<file path="config.mk">
export PLATFORM = sky130hd
export DESIGN_NAME = key_entry_display
export DESIGN_NICKNAME = d
export VERILOG_FILES = /design/src/rtl/keypad_pkg.sv /design/src/rtl/bcd_to_seg.sv /design/src/rtl/key_entry_display.sv
export SDC_FILE = /design/constraint.sdc
export NUM_CORES = 1
export LEC_CHECK = 0
export CORE_MARGIN = 4
export CORE_UTILIZATION = 60
export CTS_CLUSTER_SIZE = 8
export DETAILED_ROUTE_END_ITERATION = 10
export PLACE_DENSITY = 0.94
export SKIP_CTS_REPAIR_TIMING = 1
export SYNTH_ARGS = -nofsm -noshare
export SYNTH_HDL_FRONTEND = slang
export SYNTH_SLANG_ARGS = --single-unit
</file>
<file path="constraint.sdc">
create_clock -name clk -period 7.4 [get_ports clk]
set_clock_uncertainty 0.15 [all_clocks]
set_input_delay 1.48 -clock clk [delete_from_list [all_inputs] [get_ports clk]]
set_output_delay 1.48 -clock clk [all_outputs]
set_load 0.1 [all_outputs]
</file>
<file path="src/rtl/keypad_pkg.sv">
// Shared keypad definitions: key codes and active-low seven-segment patterns.
package keypad_pkg;

  localparam logic [3:0] KEY_CLR  = 4'hC;
  localparam logic [3:0] KEY_BS   = 4'hD;
  localparam logic [3:0] KEY_STAR = 4'hE;
  localparam logic [3:0] KEY_HASH = 4'hF;

  localparam logic [7:0] SEG_BLANK = 8'hFF;

  // {dp,g,f,e,d,c,b,a}, active-low, dp held off; element d is the glyph for digit d
  localparam logic [9:0][7:0] SEG_LUT = {
    8'h90, 8'h80, 8'hF8, 8'h82, 8'h92,
    8'h99, 8'hB0, 8'hA4, 8'hF9, 8'hC0
  };

endpackage

</file>
<file path="src/rtl/bcd_to_seg.sv">
// BCD digit to active-low seven-segment pattern; non-decimal codes render blank.
module bcd_to_seg
  import keypad_pkg::*;
(
  input  logic [3:0] bcd_i,
  output logic [7:0] seg_o
);

  always_comb begin
    seg_o = SEG_BLANK;
    if (bcd_i <= 4'd9) seg_o = SEG_LUT[bcd_i];
  end

endmodule

</file>
<file path="src/rtl/key_entry_display.sv">
// Keypad event consumer: 8-digit BCD entry buffer with clear/backspace/commit,
// driving a multiplexed 8-digit seven-segment display.
module key_entry_display
  import keypad_pkg::*;
#(
  parameter int SCAN_DIV = 25000
) (
  input  logic        clk,
  input  logic        rst_n,
  input  logic [3:0]  key_data,
  input  logic        key_valid,
  output logic [7:0]  led_en,
  output logic [7:0]  led_seg,
  output logic [31:0] value,
  output logic        commit,
  output logic [3:0]  digit_cnt
);

  localparam int CW = (SCAN_DIV > 1) ? $clog2(SCAN_DIV) : 1;
  localparam logic [CW-1:0] SCAN_LAST = CW'(SCAN_DIV - 1);

  logic          valid_q;
  logic [31:0]   buf_q, buf_d;
  logic [3:0]    cnt_q, cnt_d;
  logic [31:0]   value_q, value_d;
  logic          commit_q, commit_d;
  logic [CW-1:0] scan_cnt_q;
  logic [2:0]    scan_idx_q;
  logic [7:0]    led_en_q, led_seg_q;
  logic [3:0]    nibble;
  logic [7:0]    seg_w;
  logic          key_event;

  assign key_event = key_valid && !valid_q;

  always_comb begin
    buf_d    = buf_q;
    cnt_d    = cnt_q;
    value_d  = value_q;
    commit_d = 1'b0;
    if (key_event) begin
      if (key_data <= 4'd9) begin
        if (cnt_q < 4'd8) begin
          buf_d = {buf_q[27:0], key_data};
          cnt_d = cnt_q + 4'd1;
        end
      end else if (key_data == KEY_CLR) begin
        buf_d = '0;
        cnt_d = '0;
      end else if (key_data == KEY_BS) begin
        if (cnt_q != 4'd0) begin
          buf_d = {4'h0, buf_q[31:4]};
          cnt_d = cnt_q - 4'd1;
        end
      end else if (key_data == KEY_HASH) begin
        value_d  = buf_q;
        commit_d = 1'b1;
        buf_d    = '0;
        cnt_d    = '0;
      end
    end
  end

  always_ff @(posedge clk or negedge rst_n) begin
    if (!rst_n) begin
      valid_q  <= 1'b0;
      buf_q    <= '0;
      cnt_q    <= '0;
      value_q  <= '0;
      commit_q <= 1'b0;
    end else begin
      valid_q  <= key_valid;
      buf_q    <= buf_d;
      cnt_q    <= cnt_d;
      value_q  <= value_d;
      commit_q <= commit_d;
    end
  end

  always_ff @(posedge clk or negedge rst_n) begin
    if (!rst_n) begin
      scan_cnt_q <= '0;
      scan_idx_q <= '0;
    end else if (scan_cnt_q == SCAN_LAST) begin
      scan_cnt_q <= '0;
      scan_idx_q <= scan_idx_q + 3'd1;
    end else begin
      scan_cnt_q <= scan_cnt_q + 1'b1;
    end
  end

  assign nibble = buf_q[{scan_idx_q, 2'b00} +: 4];

  bcd_to_seg u_bcd_to_seg (
    .bcd_i (nibble),
    .seg_o (seg_w)
  );

  // Enable and segments are registered together so digits switch without ghosting.
  always_ff @(posedge clk or negedge rst_n) begin
    if (!rst_n) begin
      led_en_q  <= 8'hFF;
      led_seg_q <= SEG_BLANK;
    end else if ({1'b0, scan_idx_q} < cnt_q) begin
      led_en_q  <= ~(8'h01 << scan_idx_q);
      led_seg_q <= seg_w;
    end else begin
      led_en_q  <= 8'hFF;
      led_seg_q <= SEG_BLANK;
    end
  end

  assign led_en    = led_en_q;
  assign led_seg   = led_seg_q;
  assign value     = value_q;
  assign commit    = commit_q;
  assign digit_cnt = cnt_q;

endmodule

</file>
Word-level counts from Yosys, hierarchy flattened:

Memory sizes are Yosys's and may differ from the RTL's.
Index checks and enable logic that the tools add are counted.

* bits in registers: 104
* latch bits: 0
* memory bits (writable): 0
* ROM bits: 128
* bits of input ports: 7
* output and inout port bits: 53
* logic and storage cells: 59
* memories: 1

Memory list
* (name not given): words 16, width 8, rd ports 1, clocked after Yosys merged registers in 0, write ports 0, RTL line bcd_to_seg.sv:11 `if (bcd_i <= 4'd9) seg_o = SEG_LUT[bcd_i];`

* add/sub/neg operators: 4
* multiply operators: 0
* divide/modulo/power cells: 0
* magnitude comparators: 5
* eq/ne operators: 6
* shifts and indexed selects: 2
* muxes and demuxes: 22
* bitwise gates (word level): 4
* reductions and logical operators: 6

Operator list (number)
* $mux W32: 6
* $mux W8: 4
* $shiftx A32 B6 Y4: 1
* $mux W4: 6
* $add A15 B1 Y15 const B: 1
* $eq A15 B15 Y1 const B: 1
* $mux W15: 1
* $eq A4 B4 Y1 const B: 3
* $le A4 B4 Y1 const B: 2
* $not A8 Y8: 1
* $reduce_bool A4 Y1: 2
* $shl A1 B3 Y8 const A: 1
* $lt A4 B5 Y1 const B: 1
* $mux W1: 5
* $reduce_and A5 Y1: 1
* $add A4 B1 Y4 const B: 1
* $lt A3 B4 Y1: 1
* $lt A4 B4 Y1 const B: 1
* $ne A4 B3 Y1 const B: 1
* $reduce_and A4 Y1: 1
* $sub A4 B1 Y4 const B: 1
* $add A3 B1 Y3 const B: 1
* $not A1 Y1: 3
* $ne A2 B1 Y1 const B: 1
* other kinds (2): 2

Depth between registers and ports, before layout:

* depth after elaboration: 6
* gate-level depth with buffers: 8
* depth with buffers taken out: 7

Cells and area by module:

A second synthesis with hierarchy kept.

* cells, all modules: 439
* area, all modules: 5068.6 sq um

Modules (own cells, without submodules)
* key_entry_display: times used 1, cells each 407, area an instance 4850.9 sq um
* bcd_to_seg: times used 1, cells each 32, area an instance 217.7 sq um

Worst setup path after synthesis:

Ideal clock, no wire load.

* kind: input to register
* start point: in key_data[1]
* end point: reg cnt_q[1], in the netlist digit_cnt[1]
* arrival time: 2.750 ns
* required time: 7.121 ns
* setup slack: 4.372 ns
* cell stages on the path: 6
* path buffers: 2
* cells stage by stage: buf_2 > and4b_1 > clkbuf_1 > nand4_2 > nand2_4 > mux2_1

* longest elaborated chain between the ends: 4
* elaborated cells on any way between the ends: 11
* classes of those cells: order compare: 1; eq/ne: 5; mux: 3; reduce/logical: 2

RTL lines
* start: declaration: RTL line key_entry_display.sv:10 `input logic [3:0] key_data,`
* parallel branches: the longest is 4 deep, another holds $le A4 B4 Y1
* end signal: assignment: RTL line key_entry_display.sv:74 `cnt_q <= cnt_d;`
* end: declaration: RTL line key_entry_display.sv:24 `logic [3:0] cnt_q, cnt_d;`

Parallel ways; which one is timed is not known.
A chain may end at the register's enable or synchronous reset.

Worst setup path after layout:

* start point: in key_data[3]
* end point: reg buf_q[2]

* longest elaborated chain between the ends: 4
* elaborated cells on any way between the ends: 11
* classes of those cells: order compare: 1; eq/ne: 5; mux: 3; reduce/logical: 2

RTL lines
* parallel branches: the longest is 4 deep, another holds $le A4 B4 Y1
* end signal: assignment: RTL line key_entry_display.sv:73 `buf_q <= buf_d;`
* end: declaration: RTL line key_entry_display.sv:23 `logic [31:0] buf_q, buf_d;`

Parallel ways; which one is timed is not known.

==> impl_metrics.py <==
metrics = {
    "grt": {
        "antenna_found_initial": 0,
        "grt_pass1_wl_um": 18000,
        "grt_max_degree": 55,
        "grt_use_total": 0.227,
        "first_global_vias": 3629,
        "overflow": 0,
    },
    "synth": {
        "synthAdderAreaFrac": 0.0401,
        "synth-edff-count": 0,
        "synth_xor_area_frac": 0.0228,
        "syn_inst": 415,
        "yosysUniqueCellTypes": 61,
        "synth_top_family_by_area": "multiplexers",
        "synth_simple_gate_area_share": 0.0749,
        "ys_warn_count": 0,
        "synth_mux_area_frac": 0.150,
        "synthFlopType": "dfrtp_1",
        "synthArstFlopShare": 1.00,
        "synth.avg_cell_area_sq_um": 12.0,
        "syn_area_sq_mm": 0.00499,
        "synth_compound_area_frac": 0.147,
        "syn_nets": 438,
        "yosysSeqAreaShare": 0.520,
        "synth-seq-cells": 103,
    },
    "power_and_ir_drop": {
        "swShare": 0.526,
        "finalPower_uw": 2690,
        "powerDensity_mw_per_mm2": 465,
        "p_sw_uw": 1410,
        "ir_drop_v": 0.000371,
        "clockPowerShare": 0.121,
        "leakage_uw": 0.00253,
        "seqPwrFrac": 0.357,
        "combPwrFrac": 0.523,
        "intPower_uw": 1270,
    },
    "clocking": {
        "clock-sinks": 103,
        "cts_buffers": 9,
        "clock_path_buffers": 2,
        "cts.htree.levels": 3,
        "cts_tree": "built",
        "clkTransAtPathRegs_ns": 0.10,
        "clock_latency_ns": 0.36,
        "cts_root_buf": "clkbuf_8",
    },
    "die": {
        "die_h_um": 99.2,
        "core_area_sq_mm": 0.00813,
        "die_x_um": 99.2,
        "rows": 33,
        "start_util": 0.614,
        "dieArea_sq_mm": 0.00984,
        "num_io_pins": 60,
    },
    "drt": {
        "first_pass_iters": 5,
        "wl_per_cell_um": 18.4,
        "antenna_left": 0,
        "routed_wl_um": 10500,
        "vias_per_cell": 6.29,
        "drc": 0,
        "via_count": 3584,
        "drt_iter0_drc": 375,
    },
    "critical_path": {
        "max_stage_delay_ns": 1.04,
        "worstPathRequired_ns": 7.50,
        "worst_ep_arrival_time_ns": 4.29,
        "worstSetupStartpointType": "primary input",
        "r2r_cells": 7,
        "rrSetupSlack_ns": 4.40,
        "worstReg2RegEnd": "led_seg[6]$_DFF_PN1_",
        "crit_start": "key_data[3]",
        "reg2reg_from": "scan_idx_q[1]$_DFFE_PN0N_",
        "crit_buf_inv": 2,
        "crit_slowest_cell": "and4b_1",
        "path_cells": "clkdlybuf4s50_1 -> and4b_1 -> nand4_2 -> buf_4 -> nand2_4 -> mux2_1",
        "end_kind": "flop",
        "worst-setup-path-type": "primary input to flop",
        "cp_top_family": "simple AND/OR/NAND/NOR gates",
        "crit_fanout": 53,
    },
    "sta": {
        "drv_slew": 0,
        "hold_ws_ns": 0.343,
        "rsz0062_at_grt": "no",
        "slew_headroom": 0.221,
        "setup_viol": 0,
        "tns_ns": 0,
        "finalCritPeriodShare": 0.566,
        "fmax_ghz": 0.239,
        "fin_ws_ns": 3.21,
        "min_period_ns": 4.19,
        "tightest_slew_ns": 1.17,
        "finalHoldViolCount": 0,
    },
    "cells_and_area": {
        "layout_commonest_cell": "dfrtp_1",
        "mostFrequentLayoutCells": "dfrtp_1 (88), clkdlybuf4s50_1 (57), mux2_2 (34)",
        "drive_gt1_frac": 0.187,
        "utilization": 0.711,
        "nFillCells": 539,
        "final_nets": 483,
        "syn2layout_area_growth_pct": 15.8,
        "diodes": 0,
    },
    "worst_hold_path": {
        "min_to": "scan_cnt_q[0]$_DFF_PN0_",
        "hold_class": "flop to flop",
        "timing.hold.worst.start": "scan_cnt_q[0]$_DFF_PN0_",
        "min_path_cells": 1,
    },
    "run_status": {
        "status": "finished, final reports clean",
    },
    "place": {
        "portBuffers": 58,
        "routabilityCongestion": 0.882,
        "dp.final_hpwl_um": 6990,
        "dp_slack_ns": 2.89,
    },
    "flow_run": {
        "cap_violations": 0,
    },
}
-- logic make-up (layout without fill, tap and decap cells) --
group,Yosys count,in the layout
mux,57,57
fa+ha+maj,16,16
flops,103,103
xor+xnor,13,13
compound gates,107,107
other cells,1,1
simple gates,71,71
buf+inv,47,97
-- state kept, by name, summed over array words and instances (netlist names) --
register    flops
scan_idx_q      3
valid_q         1
led_seg         7
buf_q          32
led_en          8
commit          1
value          32
digit_cnt       4
scan_cnt_q     15
-- per-stage QoR --
stage                     std cells  cell area, sq um
after detailed placement        554              5600
final                           570              5780
after global routing            570              5780
after CTS                       570              5780
after floorplan                 415              4990
after global placement          554              5600
-- worst register-to-register path, cell delays in order (launching register included) --
cell	delay [ns]
dfrtp_1	0.71
mux4_1	0.65
mux2i_1	0.45
inv_1	0.14
ha_1	0.27
nor2_1	0.26
nand2_1	0.09
a41oi_1	0.21
-- final cells by class --
cell class	instances	area (sq um)	share of cell area
clock buffer	9	124	0.0214
clock inverter	7	56.3	0.00974
inverter	18	67.6	0.0117
multi-input combinational	265	2190	0.379
sequential	103	2600	0.449
tap	105	131	0.0227
timing repair buffer	63	616	0.107
-- how the worst max path moves through the flow --
stage / end / slack (ns) / cells after the start
global route: buf_q[1]$_DFFE_PN0P_ / 3.11 / 6
floorplan: digit_cnt[1]$_DFFE_PN0P_ / 4.37 / 6
detailed placement: digit_cnt[1]$_DFFE_PN0P_ / 2.89 / 6
global placement: buf_q[1]$_DFFE_PN0P_ / 3.00 / 6
finish: buf_q[2]$_DFFE_PN0P_ / 3.21 / 6
CTS: digit_cnt[1]$_DFFE_PN0P_ / 3.28 / 6
-- power groups by stage --
stage                     logic, uW  clock network [uW]  registers, uW
after global placement         1370                   0            956
after detailed placement       1400                   0            965
after floorplan                 378                   0           1630
after global routing           1470                 355            985
final                          1400                 324            958
after CTS                      1410                 334            956
-- synthesized netlist by cell type, types with 8 or more instances --
library cell | count | area (sq um)
xnor2_1 | 8 | 70.1
buf_2 | 10 | 50.1
nand3_1 | 13 | 65.1
dfstp_2 | 15 | 394
nor2_1 | 13 | 48.8
clkbuf_1 | 15 | 56.3
inv_1 | 16 | 60.1
mux2i_1 | 9 | 90.1
ha_1 | 16 | 200
a21oi_1 | 28 | 140
dfrtp_1 | 88 | 2200
mux2_2 | 34 | 383
nand2_1 | 19 | 71.3
a22oi_1 | 25 | 188
a31oi_1 | 28 | 175
-- metal layers --
metal | wire [um] | part of all wire | up-vias | global-route usage
li1 | - | - | 1623 | -
met1 | 4330 | 0.41 | 1766 | 0.305
met2 | 5310 | 0.51 | 177 | 0.374
met3 | 709 | 0.067 | 18 | 0.0533
met4 | 153 | 0.015 | 0 | 0.0588
met5 | 0 | 0 | - | 0
Power figures use the tool's default switching activity.
